## config.mk

```make
export PLATFORM = sky130hd
export DESIGN_NAME = psum_selection_decoder
export DESIGN_NICKNAME = d
export VERILOG_FILES = /design/src/rtl/psum_selection_decoder.sv
export SDC_FILE = /design/constraint.sdc
export NUM_CORES = 1
export LEC_CHECK = 0
export ABC_CLOCK_PERIOD_IN_PS = 2000
export BUFFER_PORTS_ARGS = -buffer_cell sky130_fd_sc_hd__buf_2
export CAP_MARGIN = 20
export CELL_PAD_IN_SITES_DETAIL_PLACEMENT = 1
export CELL_PAD_IN_SITES_GLOBAL_PLACEMENT = 1
export CORE_AREA = 2 2 410 412
export CTS_CLUSTER_DIAMETER = 60
export DETAILED_ROUTE_END_ITERATION = 10
export DIE_AREA = 0 0 412 414
export PLACE_DENSITY_LB_ADDON = 0.1
export SYNTH_ARGS = -nofsm -noshare
export SYNTH_HDL_FRONTEND = slang
export SYNTH_SLANG_ARGS = --single-unit
export TNS_END_PERCENT = 1
```

## constraint.sdc

```tcl
create_clock -name i_clk -period 2 [get_ports i_clk]
set_clock_uncertainty 0.15 [all_clocks]
set_input_delay 0.4 -clock i_clk [delete_from_list [all_inputs] [get_ports i_clk]]
set_output_delay 0.4 -clock i_clk [all_outputs]
set_load 0.02 [all_outputs]
```

## src/rtl/psum_selection_decoder.sv

```systemverilog
// Per-PE psum routing select decoder: marks chain-head rows (load from GIN) and
// chain-tail rows (drive GON) from per-row psum IDs and the layer filter height.
module psum_selection_decoder #(
    parameter int NUM_ROWS             = 12,
    parameter int NUM_COLS             = 14,
    parameter int PSUM_ROW_ID_BITWIDTH = 4,
    parameter int PSUM_COL_ID_BITWIDTH = 4
) (
    input  logic                                                 i_clk,
    input  logic                                                 i_rst,
    input  logic [3:0]                                           i_layer_RS,
    input  logic [0:NUM_ROWS*PSUM_ROW_ID_BITWIDTH-1]             i_psum_row_id,
    input  logic [0:NUM_ROWS*NUM_COLS*PSUM_COL_ID_BITWIDTH-1]    i_psum_col_id,
    output logic [0:NUM_ROWS*NUM_COLS-1]                         o_ctrl_psum_in_sel_LNorGIN,
    output logic [0:NUM_ROWS*NUM_COLS-1]                         o_ctrl_psum_out_sel_GON
);

    // Both compare operands are widened to this so neither side is truncated.
    localparam int CMP_W = (PSUM_ROW_ID_BITWIDTH > 4) ? PSUM_ROW_ID_BITWIDTH : 4;

    logic [CMP_W-1:0]                    rs_ext;
    logic [CMP_W-1:0]                    row_id_ext [NUM_ROWS];
    logic [0:NUM_ROWS-1]                 row_first;
    logic [0:NUM_ROWS-1]                 row_last;
    logic [0:NUM_ROWS*NUM_COLS-1]        in_sel_next;
    logic [0:NUM_ROWS*NUM_COLS-1]        out_sel_next;

    // Column IDs play no part in the decode; reduced here only so they are consumed.
    logic unused_col_id;
    assign unused_col_id = ^i_psum_col_id;

    assign rs_ext = CMP_W'(i_layer_RS);

    always_comb begin
        for (int unsigned r = 0; r < NUM_ROWS; r++) begin
            row_id_ext[r] = CMP_W'(i_psum_row_id[r*PSUM_ROW_ID_BITWIDTH +: PSUM_ROW_ID_BITWIDTH]);
        end
    end

    always_comb begin
        row_first = '0;
        row_last  = '0;
        for (int unsigned r = 0; r < NUM_ROWS; r++) begin
            row_first[r] = (row_id_ext[r] == CMP_W'(1));
            row_last[r]  = (row_id_ext[r] == rs_ext);
        end
    end

    // Every PE in a row inherits that row's head/tail flags.
    always_comb begin
        in_sel_next  = '0;
        out_sel_next = '0;
        for (int unsigned r = 0; r < NUM_ROWS; r++) begin
            for (int unsigned c = 0; c < NUM_COLS; c++) begin
                in_sel_next[r*NUM_COLS + c]  = row_first[r];
                out_sel_next[r*NUM_COLS + c] = row_last[r];
            end
        end
    end

    always_ff @(posedge i_clk) begin
        if (i_rst) begin
            o_ctrl_psum_in_sel_LNorGIN <= '0;
            o_ctrl_psum_out_sel_GON    <= '0;
        end else begin
            o_ctrl_psum_in_sel_LNorGIN <= in_sel_next;
            o_ctrl_psum_out_sel_GON    <= out_sel_next;
        end
    end

endmodule

```

==> impl_metrics.env <==
export IMPL_grtUsageMet3=0.01388
export IMPL_ir_drop_mv=0.1928
export IMPL_ys_ff_latch=24
export IMPL_ys_seq_area_frac=0.1349
export IMPL_startpoint="o_ctrl_psum_in_sel_LNorGIN[112]"
export IMPL_p_leak_nw=2.616
export IMPL_nets=1277
export IMPL_stdcell_count=2758
export IMPL_drt_wl_total_um=22110
export IMPL_drt_iter0_markers=48
export IMPL_power_density_mw_per_mm2=281.0
export IMPL_rsz0062_at_grt="no"
export IMPL_yosysTopAreaCell="buf_4"
export IMPL_busiest_layer="met2"
export IMPL_io_pins=1062
export IMPL_clkSinkCount=24
export IMPL_vias=2780
export IMPL_htree_levels=1
export IMPL_fmax_ghz=0.5391
export IMPL_critPathArrivalTime_ns=1.31
export IMPL_synth_top_area_frac=0.6578
export IMPL_critical_path_required_ns=1.45
export IMPL_whs_endpoint="o_ctrl_psum_in_sel_LNorGIN[13]"
export IMPL_startpoint_type="flop"
export IMPL_grt_start_max_net_pins=24
export IMPL_worst_path_buf_inv=1
export IMPL_worstHoldPathCells=2
export IMPL_num_fill_cells=20206
export IMPL_setup_viol=0
export IMPL_worst_path_max_fanout=14
export IMPL_hold_viol=0
export IMPL_grt_pass1_vias=2789
export IMPL_path_delay_family="flip-flops"
export IMPL_tightestPinTransition_ns=0.7339
export IMPL_overflow=0
export IMPL_drc_errors=0
export IMPL_use_met2=0.04132
export IMPL_clk_pin_slew_ns=0.09
export IMPL_hold_start="i_psum_row_id[1]"
export IMPL_die_height_um=414
export IMPL_viasPerCell=1.008
export IMPL_synthCells=453
export IMPL_end_kind="output port"
export IMPL_fin_tns_setup_ns=0
export IMPL_place_hpwl_um=19980
export IMPL_area_growth_syn_to_layout_pct=73.01
export IMPL_period_needed_ns=1.855
export IMPL_synth_area_per_cell_um2=7.861
export IMPL_crit_path_max_incr_delay_ns=0.71
export IMPL_slew_violations=0
export IMPL_port_buffer_count=389
export IMPL_cts_resized=0
export IMPL_wl_per_cell_um=8.018
export IMPL_numCtsBuffers=3
export IMPL_fin_crit_sh=0.9276
export IMPL_num_rows=150
export IMPL_max_slew_margin=0.5070
export IMPL_ant_nets=0
export IMPL_place_inst=2750
export IMPL_post_cts_buffers=0
export IMPL_dieArea_mm2=0.1706
export IMPL_antenna_found_initial=23
export IMPL_worstPathCellList="buf_2"
export IMPL_worstHoldPathType="in2reg"
export IMPL_crit_slowest_cell="dfxtp_1"
export IMPL_maxCapViolCount=0
export IMPL_place_gp_congestion=0.5992
export IMPL_tritoncts="done"
export IMPL_drive_gt1_frac=0.7577
export IMPL_yosysUniqueCellTypes=16
export IMPL_holdBufCountCts=0
export IMPL_core_area_mm2=0.1663
export IMPL_critical_path_depth=1
export IMPL_cts_root_buffer_cell="clkbuf_16"
export IMPL_gr_usage_met1=0.02727
export IMPL_grt_usage=0.02506
export IMPL_start_util=0.02141
export IMPL_die_width_um=412
export IMPL_criticalPathCategory="reg2out"
export IMPL_status="finished clean"
export IMPL_grt_pass1_wl_um=28190
export IMPL_syn_area_mm2=0.003561
export IMPL_dr_pass1_iters=4
export IMPL_ys_warn_count=0
export IMPL_syn_num_nets=1179
export IMPL_clockBufferDepth=2
export IMPL_synth_area_leaders="buf_4, dfxtp_1, xnor2_1, nor3_1, xor2_1"
==> through the flow <==
step	worst slack, ns	power, W	area [um2]	utilization	hold slack [ns]
2_1_floorplan	0.5971	0.001063	3561	-	0.3266
3_3_place_gp	-0.04981	0.001232	6073	0.03652	0.4616
3_5_place_dp	-0.03430	0.001219	6073	0.03652	0.4585
4_1_cts	0.07900	0.001849	6148	0.03698	0.1062
5_1_grt	0.06228	0.001871	6153	0.03701	0.1303
6_report	0.1449	0.001731	6161	0.03705	0.1336
==> power breakdown <==
| part | switching (W) | total, W | internal (W) |
|---|---|---|---|
| Combinational | 0.000427 | 0.000653 | 0.000226 |
| Sequential | 0.0000347 | 0.000524 | 0.000489 |
| Clock | 0.000284 | 0.000554 | 0.000270 |
| Total | 0.000746 | 0.00173 | 0.000985 |
==> kinds of logic (layout without fill, tap and decap cells) <==
kind of cell | Yosys count | in the layout | synth area share
AO/OA/AOI/OAI | 3 | 3 | 0.009135
other | 0 | 5 | 0
XOR/XNOR | 45 | 45 | 0.1107
AND/OR/NAND/NOR | 60 | 60 | 0.07660
buffers and inverters | 321 | 417 | 0.6687
flip-flops | 24 | 24 | 0.1349
==> final cells by class <==
class	instances	area (um2)	area share
Inverter	3	11.26	0.001828
Multi-Input combinational cell	108	699.4	0.1135
Sequential cell	24	480.5	0.07799
Tap cell	2204	2758	0.4476
Timing Repair Buffer	411	2125	0.3448
Antenna cell	5	12.51	0.002031
Clock buffer	3	75.07	0.01219
==> synthesized netlist by cell type <==
library cell  number
buf_4            312
xnor2_1           33
dfxtp_1           24
nor3_1            23
nand2_1           12
nor2_1            12
xor2_1            12
nand3_1           11
buf_2              4
clkbuf_1           2
inv_1              2
nor2b_1            2
a2111o_1           1
a2111oi_2          1
inv_2              1
o22ai_1            1
==> per-layer routing <==
metal	vias up	part of all wire
met2	226	0.47
met1	1227	0.38
met4	18	0.014
li1	1282	-
met5	-	0.0053
met3	27	0.13
==> placed cells by master, fill, tap and decap left out, drive strengths merged <==
| cell type | n |
|---|---|
| a2111o | 1 |
| a2111oi | 1 |
| buf | 411 |
| clkbuf | 3 |
| dfxtp | 24 |
| diode | 5 |
| inv | 3 |
| nand2 | 12 |
| nand3 | 11 |
| nor2 | 12 |
| nor2b | 2 |
| nor3 | 23 |
| o22ai | 1 |
| xnor2 | 33 |
| xor2 | 12 |
==> registers in the layout (all words and copies together), names as in the netlist <==
name                        cells
o_ctrl_psum_in_sel_LNorGIN     12
o_ctrl_psum_out_sel_GON        12
==> worst max path at each step <==
stage                                 endpoint  slack (ns)
3_3_place_gp       o_ctrl_psum_out_sel_GON[14]       -0.05
5_1_grt        o_ctrl_psum_in_sel_LNorGIN[112]        0.06
2_1_floorplan      o_ctrl_psum_out_sel_GON[42]        0.60
4_1_cts         o_ctrl_psum_in_sel_LNorGIN[65]        0.08
3_5_place_dp       o_ctrl_psum_out_sel_GON[14]       -0.03
6_report       o_ctrl_psum_in_sel_LNorGIN[112]        0.14
(Power assumes the default switching activity.)
